**src/rtl/bcd_mmss_timer_pkg.sv**
```systemverilog
`default_nettype none
// ============================================================================
// Module   : bcd_mmss_timer_pkg
// Brief    : Shared BCD types, constants and helpers for the MM:SS timer.
// Revision : 1.0
// ============================================================================
package bcd_mmss_timer_pkg;

  typedef logic [3:0] bcd_digit_t;
  typedef logic [7:0] bcd_pair_t;

  localparam bcd_pair_t BCD_ZERO = 8'h00;
  localparam bcd_pair_t SEC_MAX  = 8'h59;

  function automatic bcd_pair_t int_to_bcd2(input int unsigned v);
    int unsigned t;
    int unsigned u;
    t = (v / 10) % 10;
    u = v % 10;
    return {t[3:0], u[3:0]};
  endfunction

  function automatic bcd_digit_t bcd_sat_digit(input bcd_digit_t d);
    return (d > 4'd9) ? 4'd9 : d;
  endfunction

endpackage
`default_nettype wire

```
**src/rtl/bcd_mmss_timer_if.sv**
```systemverilog
`default_nettype none
// ============================================================================
// Module   : bcd_mmss_timer_if
// Brief    : Control and display bundle between the panel logic and the timer.
// Revision : 1.0
// ============================================================================
interface bcd_mmss_timer_if;
  import bcd_mmss_timer_pkg::*;

  logic      run;
  logic      mode_down;
  logic      load;
  bcd_pair_t preset_min;
  bcd_pair_t preset_sec;
  bcd_pair_t timer_min;
  bcd_pair_t timer_sec;
  logic      sec_tick;
  logic      expired;
  logic      wrapped;
  logic      active;

  modport master (
    output run, mode_down, load, preset_min, preset_sec,
    input  timer_min, timer_sec, sec_tick, expired, wrapped, active
  );

  modport slave (
    input  run, mode_down, load, preset_min, preset_sec,
    output timer_min, timer_sec, sec_tick, expired, wrapped, active
  );

endinterface
`default_nettype wire

```
**src/rtl/bcd_mmss_timer_digit.sv**
```systemverilog
`default_nettype none
// ============================================================================
// Module   : bcd_digit_ctr
// Brief    : Single BCD digit up/down counter wrapping at LIMIT, with load.
// Revision : 1.0
// ============================================================================
module bcd_digit_ctr
  import bcd_mmss_timer_pkg::*;
#(
  parameter int LIMIT = 9
) (
  input  wire logic       clk,
  input  wire logic       rst,
  input  wire logic       en_i,
  input  wire logic       down_i,
  input  wire logic       load_i,
  input  wire bcd_digit_t d_i,
  output bcd_digit_t      q_o,
  output logic            co_o
);

  localparam bcd_digit_t C_LIMIT = bcd_digit_t'(LIMIT);

  bcd_digit_t q_q;
  bcd_digit_t q_d;

  always_comb begin
    q_d = q_q;
    if (load_i) begin
      q_d = d_i;
    end else if (en_i) begin
      if (down_i) q_d = (q_q == 4'd0)    ? C_LIMIT : q_q - 4'd1;
      else        q_d = (q_q == C_LIMIT) ? 4'd0    : q_q + 4'd1;
    end
  end

  always_ff @(posedge clk) begin
    if (rst) q_q <= 4'd0;
    else     q_q <= q_d;
  end

  // Carry (up) or borrow (down) into the next digit on this step
  assign co_o = en_i && !load_i && (down_i ? (q_q == 4'd0) : (q_q == C_LIMIT));
  assign q_o  = q_q;

endmodule
`default_nettype wire

```
**src/rtl/bcd_mmss_timer.sv**
```systemverilog
`default_nettype none
// ============================================================================
// Module   : bcd_mmss_timer
// Brief    : Prescaled BCD MM:SS up/down timer with preset load and pulses.
// Revision : 1.0
// ============================================================================
module bcd_mmss_timer
  import bcd_mmss_timer_pkg::*;
#(
  parameter int CLK_HZ  = 50000000,
  parameter int TICK_HZ = 1,
  parameter int MAX_MIN = 59
) (
  input  wire logic        CLOCK_50,
  input  wire logic        myreset,
  bcd_mmss_timer_if.slave  tif
);

  localparam int             DIV         = CLK_HZ / TICK_HZ;
  localparam int             PW          = (DIV > 2) ? $clog2(DIV) : 1;
  localparam logic [PW-1:0]  PRESC_LAST  = PW'(DIV - 1);
  localparam bcd_pair_t      MAX_MIN_BCD = int_to_bcd2(MAX_MIN);

  logic [PW-1:0] presc_q;
  logic [PW-1:0] presc_d;
  logic          sec_tick_q;
  logic          expired_q;
  logic          wrapped_q;

  bcd_digit_t su_q, st_q, mu_q, mt_q;
  logic       su_co, st_co, mu_co, mt_co;

  bcd_pair_t  w_min, w_sec;
  bcd_pair_t  w_pmin_raw, w_psec_raw, w_pmin, w_psec;
  logic       w_zero, w_enable, w_step, w_wrap, w_expire, w_dload;
  logic [15:0] w_dval;

  assign w_min    = {mt_q, mu_q};
  assign w_sec    = {st_q, su_q};
  assign w_zero   = (w_min == BCD_ZERO) && (w_sec == BCD_ZERO);
  assign w_enable = tif.run && !(tif.mode_down && w_zero);
  assign w_step   = w_enable && (presc_q == PRESC_LAST) && !tif.load;
  assign w_wrap   = w_step && !tif.mode_down && (w_min == MAX_MIN_BCD) && (w_sec == SEC_MAX);
  assign w_expire = w_step && tif.mode_down && (w_min == BCD_ZERO) && (w_sec == 8'h01);

  // Valid packed BCD compares correctly as a plain binary number
  assign w_pmin_raw = {bcd_sat_digit(tif.preset_min[7:4]), bcd_sat_digit(tif.preset_min[3:0])};
  assign w_psec_raw = {bcd_sat_digit(tif.preset_sec[7:4]), bcd_sat_digit(tif.preset_sec[3:0])};
  assign w_pmin     = (w_pmin_raw > MAX_MIN_BCD) ? MAX_MIN_BCD : w_pmin_raw;
  assign w_psec     = (w_psec_raw[7:4] > 4'd5) ? SEC_MAX : w_psec_raw;

  // Wrap reuses the digit load path to force 00:00 past MAX_MIN:59
  assign w_dload = tif.load || w_wrap;
  assign w_dval  = tif.load ? {w_pmin, w_psec} : 16'h0000;

  bcd_digit_ctr #(.LIMIT(9)) u_sec_units (
    .clk(CLOCK_50), .rst(myreset), .en_i(w_step && !w_wrap), .down_i(tif.mode_down),
    .load_i(w_dload), .d_i(w_dval[3:0]), .q_o(su_q), .co_o(su_co)
  );

  bcd_digit_ctr #(.LIMIT(5)) u_sec_tens (
    .clk(CLOCK_50), .rst(myreset), .en_i(su_co), .down_i(tif.mode_down),
    .load_i(w_dload), .d_i(w_dval[7:4]), .q_o(st_q), .co_o(st_co)
  );

  bcd_digit_ctr #(.LIMIT(9)) u_min_units (
    .clk(CLOCK_50), .rst(myreset), .en_i(st_co), .down_i(tif.mode_down),
    .load_i(w_dload), .d_i(w_dval[11:8]), .q_o(mu_q), .co_o(mu_co)
  );

  bcd_digit_ctr #(.LIMIT(9)) u_min_tens (
    .clk(CLOCK_50), .rst(myreset), .en_i(mu_co), .down_i(tif.mode_down),
    .load_i(w_dload), .d_i(w_dval[15:12]), .q_o(mt_q), .co_o(mt_co)
  );

  always_comb begin
    presc_d = presc_q;
    if (tif.load)       presc_d = '0;
    else if (w_enable)  presc_d = (presc_q == PRESC_LAST) ? '0 : presc_q + PW'(1);
  end

  always_ff @(posedge CLOCK_50) begin
    if (myreset) begin
      presc_q    <= '0;
      sec_tick_q <= 1'b0;
      expired_q  <= 1'b0;
      wrapped_q  <= 1'b0;
    end else begin
      presc_q    <= presc_d;
      sec_tick_q <= w_step;
      expired_q  <= w_expire;
      wrapped_q  <= w_wrap;
    end
  end

  logic w_unused;
  assign w_unused = mt_co;

  assign tif.timer_min = w_min;
  assign tif.timer_sec = w_sec;
  assign tif.sec_tick  = sec_tick_q;
  assign tif.expired   = expired_q;
  assign tif.wrapped   = wrapped_q;
  assign tif.active    = w_enable;

endmodule
`default_nettype wire

```
**src/flat_wrapper.sv**
```systemverilog
// flat-port wrapper written by rule: the top's interface ports become plain ports
module bcd_mmss_timer_flat import bcd_mmss_timer_pkg::*;
#(
  parameter int CLK_HZ  = 50000000,
  parameter int TICK_HZ = 1,
  parameter int MAX_MIN = 59
)
  (CLOCK_50, myreset, tif_run, tif_mode_down, tif_load, tif_preset_min, tif_preset_sec, tif_timer_min, tif_timer_sec, tif_sec_tick, tif_expired, tif_wrapped, tif_active);
  bcd_mmss_timer_if tif_i ();
  input  wire logic CLOCK_50;
  input  wire logic myreset;
  input wire logic [$bits(tif_i.run)-1:0] tif_run;
  input wire logic [$bits(tif_i.mode_down)-1:0] tif_mode_down;
  input wire logic [$bits(tif_i.load)-1:0] tif_load;
  input wire logic [$bits(tif_i.preset_min)-1:0] tif_preset_min;
  input wire logic [$bits(tif_i.preset_sec)-1:0] tif_preset_sec;
  output wire logic [$bits(tif_i.timer_min)-1:0] tif_timer_min;
  output wire logic [$bits(tif_i.timer_sec)-1:0] tif_timer_sec;
  output wire logic [$bits(tif_i.sec_tick)-1:0] tif_sec_tick;
  output wire logic [$bits(tif_i.expired)-1:0] tif_expired;
  output wire logic [$bits(tif_i.wrapped)-1:0] tif_wrapped;
  output wire logic [$bits(tif_i.active)-1:0] tif_active;
  assign tif_i.run = tif_run;
  assign tif_i.mode_down = tif_mode_down;
  assign tif_i.load = tif_load;
  assign tif_i.preset_min = tif_preset_min;
  assign tif_i.preset_sec = tif_preset_sec;
  assign tif_timer_min = tif_i.timer_min;
  assign tif_timer_sec = tif_i.timer_sec;
  assign tif_sec_tick = tif_i.sec_tick;
  assign tif_expired = tif_i.expired;
  assign tif_wrapped = tif_i.wrapped;
  assign tif_active = tif_i.active;
  bcd_mmss_timer #(.CLK_HZ(CLK_HZ), .TICK_HZ(TICK_HZ), .MAX_MIN(MAX_MIN)) u_core (.CLOCK_50(CLOCK_50), .myreset(myreset), .tif(tif_i));
endmodule
```
**config.mk**
```make
export PLATFORM = sky130hd
export DESIGN_NAME = bcd_mmss_timer_flat
export DESIGN_NICKNAME = d
export VERILOG_FILES = /design/src/rtl/bcd_mmss_timer_pkg.sv /design/src/rtl/bcd_mmss_timer_if.sv /design/src/rtl/bcd_mmss_timer_digit.sv /design/src/rtl/bcd_mmss_timer.sv /design/src/flat_wrapper.sv
export SDC_FILE = /design/constraint.sdc
export NUM_CORES = 1
export LEC_CHECK = 0
export ABC_AREA = 1
export BUFFER_PORTS_ARGS = -buffer_cell sky130_fd_sc_hd__buf_2
export CORE_ASPECT_RATIO = 0.9
export CORE_MARGIN = 2
export CORE_UTILIZATION = 35
export CTS_CLUSTER_SIZE = 30
export DETAILED_ROUTE_END_ITERATION = 12
export PLACE_DENSITY = 0.54
export SYNTH_ARGS = -nofsm -noshare
export SYNTH_HDL_FRONTEND = slang
export SYNTH_SLANG_ARGS = --single-unit
```
**constraint.sdc**
```tcl
create_clock -name CLOCK_50 -period 1.9 [get_ports CLOCK_50]
set_clock_uncertainty 0.05 [all_clocks]
set_input_delay 0.095 -clock CLOCK_50 [delete_from_list [all_inputs] [get_ports CLOCK_50]]
set_output_delay 0.095 -clock CLOCK_50 [all_outputs]
set_load 0.02 [all_outputs]
```
==> impl_results.md <==
- Outcome: complete, but fails checks
- Failing checks: negative setup slack
- Setup TNS: -0.0141 ns
- Synth Instances: 515
- CTS clk-pin slew, worst paths: 0.09 ns
- RSZ-0062 raised after global routing: true
- WP data required: 2.09 ns
- CP bufs+invs: 1
- Die Wd: 104 um
- Detail Route Antenna Nets: 0
- Drt total wl: 9.38 mm
- Post-synth top area cell: dfxtp_1
- Final cell utilization of the core: 0.482
- Vias in the first global route: 3256
- Largest net degree at the start of global routing: 14
- Iteration count of the initial detailed-routing pass: 5
- Post-synth top flop: dfxtp_1
- CP Class: reg -> reg
- Hold wc startpoint: myreset
- Share of layout cells above drive strength 1: 0.295
- Clock latency at the later pin of the worst-skew pair: 0.30 ns
- Initial DRC count: 174
- Total CTS buffers: 5
- CTS tree: yes
- # setup viols final: 1
- Critical path data arrival time: 2.11 ns
- Reg2reg path depth: 11
- First-pass GRT wire length: 15.4 mm
- Class of the worst hold path: in -> reg
- DP Wirelength: 7.21 mm
- Vias per cell: 4.98
- Slowest-stage cell, CP: dfxtp_2
- Number of top-level pins: 41
- Flop2flop setup slack: -0.01 ns
- Hold Buf Count CTS: 0
- Total power draw: 2.28 mW
- Total Nets Final: 628
- GRT Util Overall: 0.193
- Leakage Power: 1.76 nW
- EDFF count, synth: 0
- Vias: 3614
- Root Driver: clkbuf_8
- Mapped Nets: 537
- CTS H-tree lvls: 2
- YS warnings: 0
- Core Region: 8690 um2
- WL per Instance: 12.9 um
- Initial antenna violation count: 0
- Port Buffer Count: 40
- Initial Utilization: 0.365
- Largest cells by area after synthesis: dfxtp_1 (28%), nand2_1 (14%), nor2_1 (8.5%), inv_1 (7.3%), nand3_1 (6.3%)
- Gpl congestion: 0.834
- Largest delay share family, worst path: simple AND/OR/NAND/NOR gates
- Setup crit end kind: flop
- Max Root-Sink Buffers: 2
- Slew @ Worst Pin: 0.525 ns
- Yosys top cell area share: 0.284
- Sequential-to-total area share from yosys stat: 0.284
- Hold Path Sink: u_core.u_min_units.q_o[2]
- Post-Syn Area per Cell: 6.17 um2
- CP max FO: 5
- Hold Crit Depth: 2
- FF+latch count, synth: 45
- Max transition margin: 0.650
- Max IR drop VDD: 0.302 mV
- Synth cell types: 43
- Reg-to-Reg Start: u_core.presc_q[1]
- Final hold violations: 0
- Syn-to-layout area delta: 31.8%
- Diodes inserted: 0
- Peak Freq: 522 MHz
- Die area: 9850 um2
- Max_cap viols: 0
- Crit path launch type: flop
- Ys async rst share: 0
- Crit share post-route: 1.01
- Synth Cell Area: 3180 um2
- CP cell instances: ha_4 -> nand3_4 -> nor2_4 -> inv_2 -> nor3_4 -> nand3_2 -> nor2_4 -> nand3_2 -> o21ai_2 -> nand2_1 -> nor2_1
- Die H: 94.4 um
- Minimum clock period: 1.91 ns
- Pre-CTS WS: -0.0344 ns
- Fin cells: 726
- Max Slew Vio Count: 0
- R2r endpoint: u_core.presc_q[24]
- Crit-path max cell delay: 0.36 ns
- Setup WS post-layout: -0.0141 ns
- Clk sinks: 45
- PD cells: 546 nW/um2
- Aggregate global routing overflow: 0
- Cell Count Post-Placement: 713
- Row count: 32
- Post-route DRC: 0
==> worst max-delay path by stage <==
stage                              from                         to  slack, ns  cells past startpoint
2_1_floorplan  u_core.u_min_tens.q_o[2]  u_core.u_min_units.q_o[0]       0.07                     12
3_3_place_gp          u_core.presc_q[0]  u_core.u_min_units.q_o[3]       0.01                     11
3_5_place_dp          u_core.presc_q[0]         u_core.presc_q[22]      -0.03                      9
4_1_cts               u_core.presc_q[0]   u_core.u_min_tens.q_o[2]      0.003                     13
5_1_grt               u_core.presc_q[1]         u_core.presc_q[24]      -0.14                     11
6_report              u_core.presc_q[1]         u_core.presc_q[24]      -0.01                     11
==> layout make-up <==
type                    instances  area [um2]
multi-input cells             391        2130
clock inverters                 1        30.0
repair buffers                 92         598
flip-flops and latches         45         921
well taps                     119         149
inverters                      71         269
fillers                       945        4500
clock buffers                   7        86.3
==> cells in the mapped netlist, types with 2 or more instances <==
master    count
a211oi_1      2
a21oi_1      28
a31oi_1       7
and3_1        2
buf_2         5
clkbuf_1      3
clkinv_1      3
dfxtp_1      45
inv_1        62
inv_2         5
nand2_1     121
nand2_2       5
nand2_4       2
nand3_1      40
nand3_2       2
nand3_4       2
nand4_1      14
nor2_1       72
nor2_2       12
nor2_4        5
nor3_1       10
nor3_2        2
nor4_1        2
o211ai_1      3
o21ai_0      35
o21ai_1       4
o22ai_1       2
xor2_1        5
==> per-layer routing <==
metal	track usage	vias up	share of wire
li1	-	1872	-
met1	0.275	1654	0.52
met2	0.301	81	0.42
met3	0.0331	7	0.043
met4	0.0518	0	0.0095
met5	0	-	0
==> metrics by stage <==
stage               instance area (um2)  hold WS (ns)
global placement                   3840         0.355
detailed placement                 3840         0.351
finish                             4180       0.00623
global route                       4180        0.0141
CTS                                4000        0.0141
floorplan                          3180         0.114
==> cells in the final DEF, fill, tap and decap left out, drive strengths merged <==
cell | Yosys | final
nand2 | 129 | 130
buf | 6 | 92
nor2 | 89 | 89
inv | 68 | 68
dfxtp | 45 | 45
nand3 | 44 | 44
o21ai | 40 | 40
a21oi | 29 | 29
nand4 | 15 | 15
nor3 | 12 | 12
a31oi | 7 | 7
clkbuf | 3 | 7
xor2 | 5 | 5
clkinv | 3 | 3
o211ai | 3 | 3
and3 | 2 | 2
a211oi | 2 | 2
o22ai | 2 | 2
nor4 | 2 | 2
xnor2 | 1 | 1
nand3b | 1 | 1
a221oi | 1 | 1
o31ai | 1 | 1
o311ai | 1 | 1
o21a | 1 | 1
or2 | 1 | 1
o21bai | 1 | 1
ha | 1 | 1
bufinv | 0 | 1
==> where the power goes <==
group / switching [mW] / leakage, nW / internal (mW)
clock network: 0.354 / 0.0585 / 0.430
registers: 0.0286 / 0.371 / 0.969
logic: 0.312 / 1.33 / 0.191
total: 0.694 / 1.76 / 1.59
==> cells by family (layout without fill, tap and decap cells) <==
group	after synthesis	after routing	share of synthesized area
xor gates and xnor gates	6	6	0.0165
DFF	45	45	0.284
buffers and inverters	80	171	0.0985
AOI/OAI and AO/OA	88	88	0.156
and+or+nand+nor	295	296	0.442
adders and majority gates	1	1	0.00394
==> state kept, by name, summed over array words and instances, names as in the netlist <==
signal                  count
u_core.presc_q             26
u_core.u_sec_tens.q_o       4
u_core.u_min_tens.q_o       4
u_core.tif.wrapped          1
u_core.tif.expired          1
u_core.u_min_units.q_o      4
u_core.tif.sec_tick         1
u_core.u_sec_units.q_o      4
==> what timing repair did <==
| action | CTS | global route |
|---|---|---|
| gates resized for setup | 7 | 49 |
| buffers inserted | 0 | 4 |
| setup endpoints to repair | 9 | 36 |
| gates cloned | 1 | 0 |
| pin swaps | 4 | 15 |
Note: power is estimated with default switching activity, not from simulation.
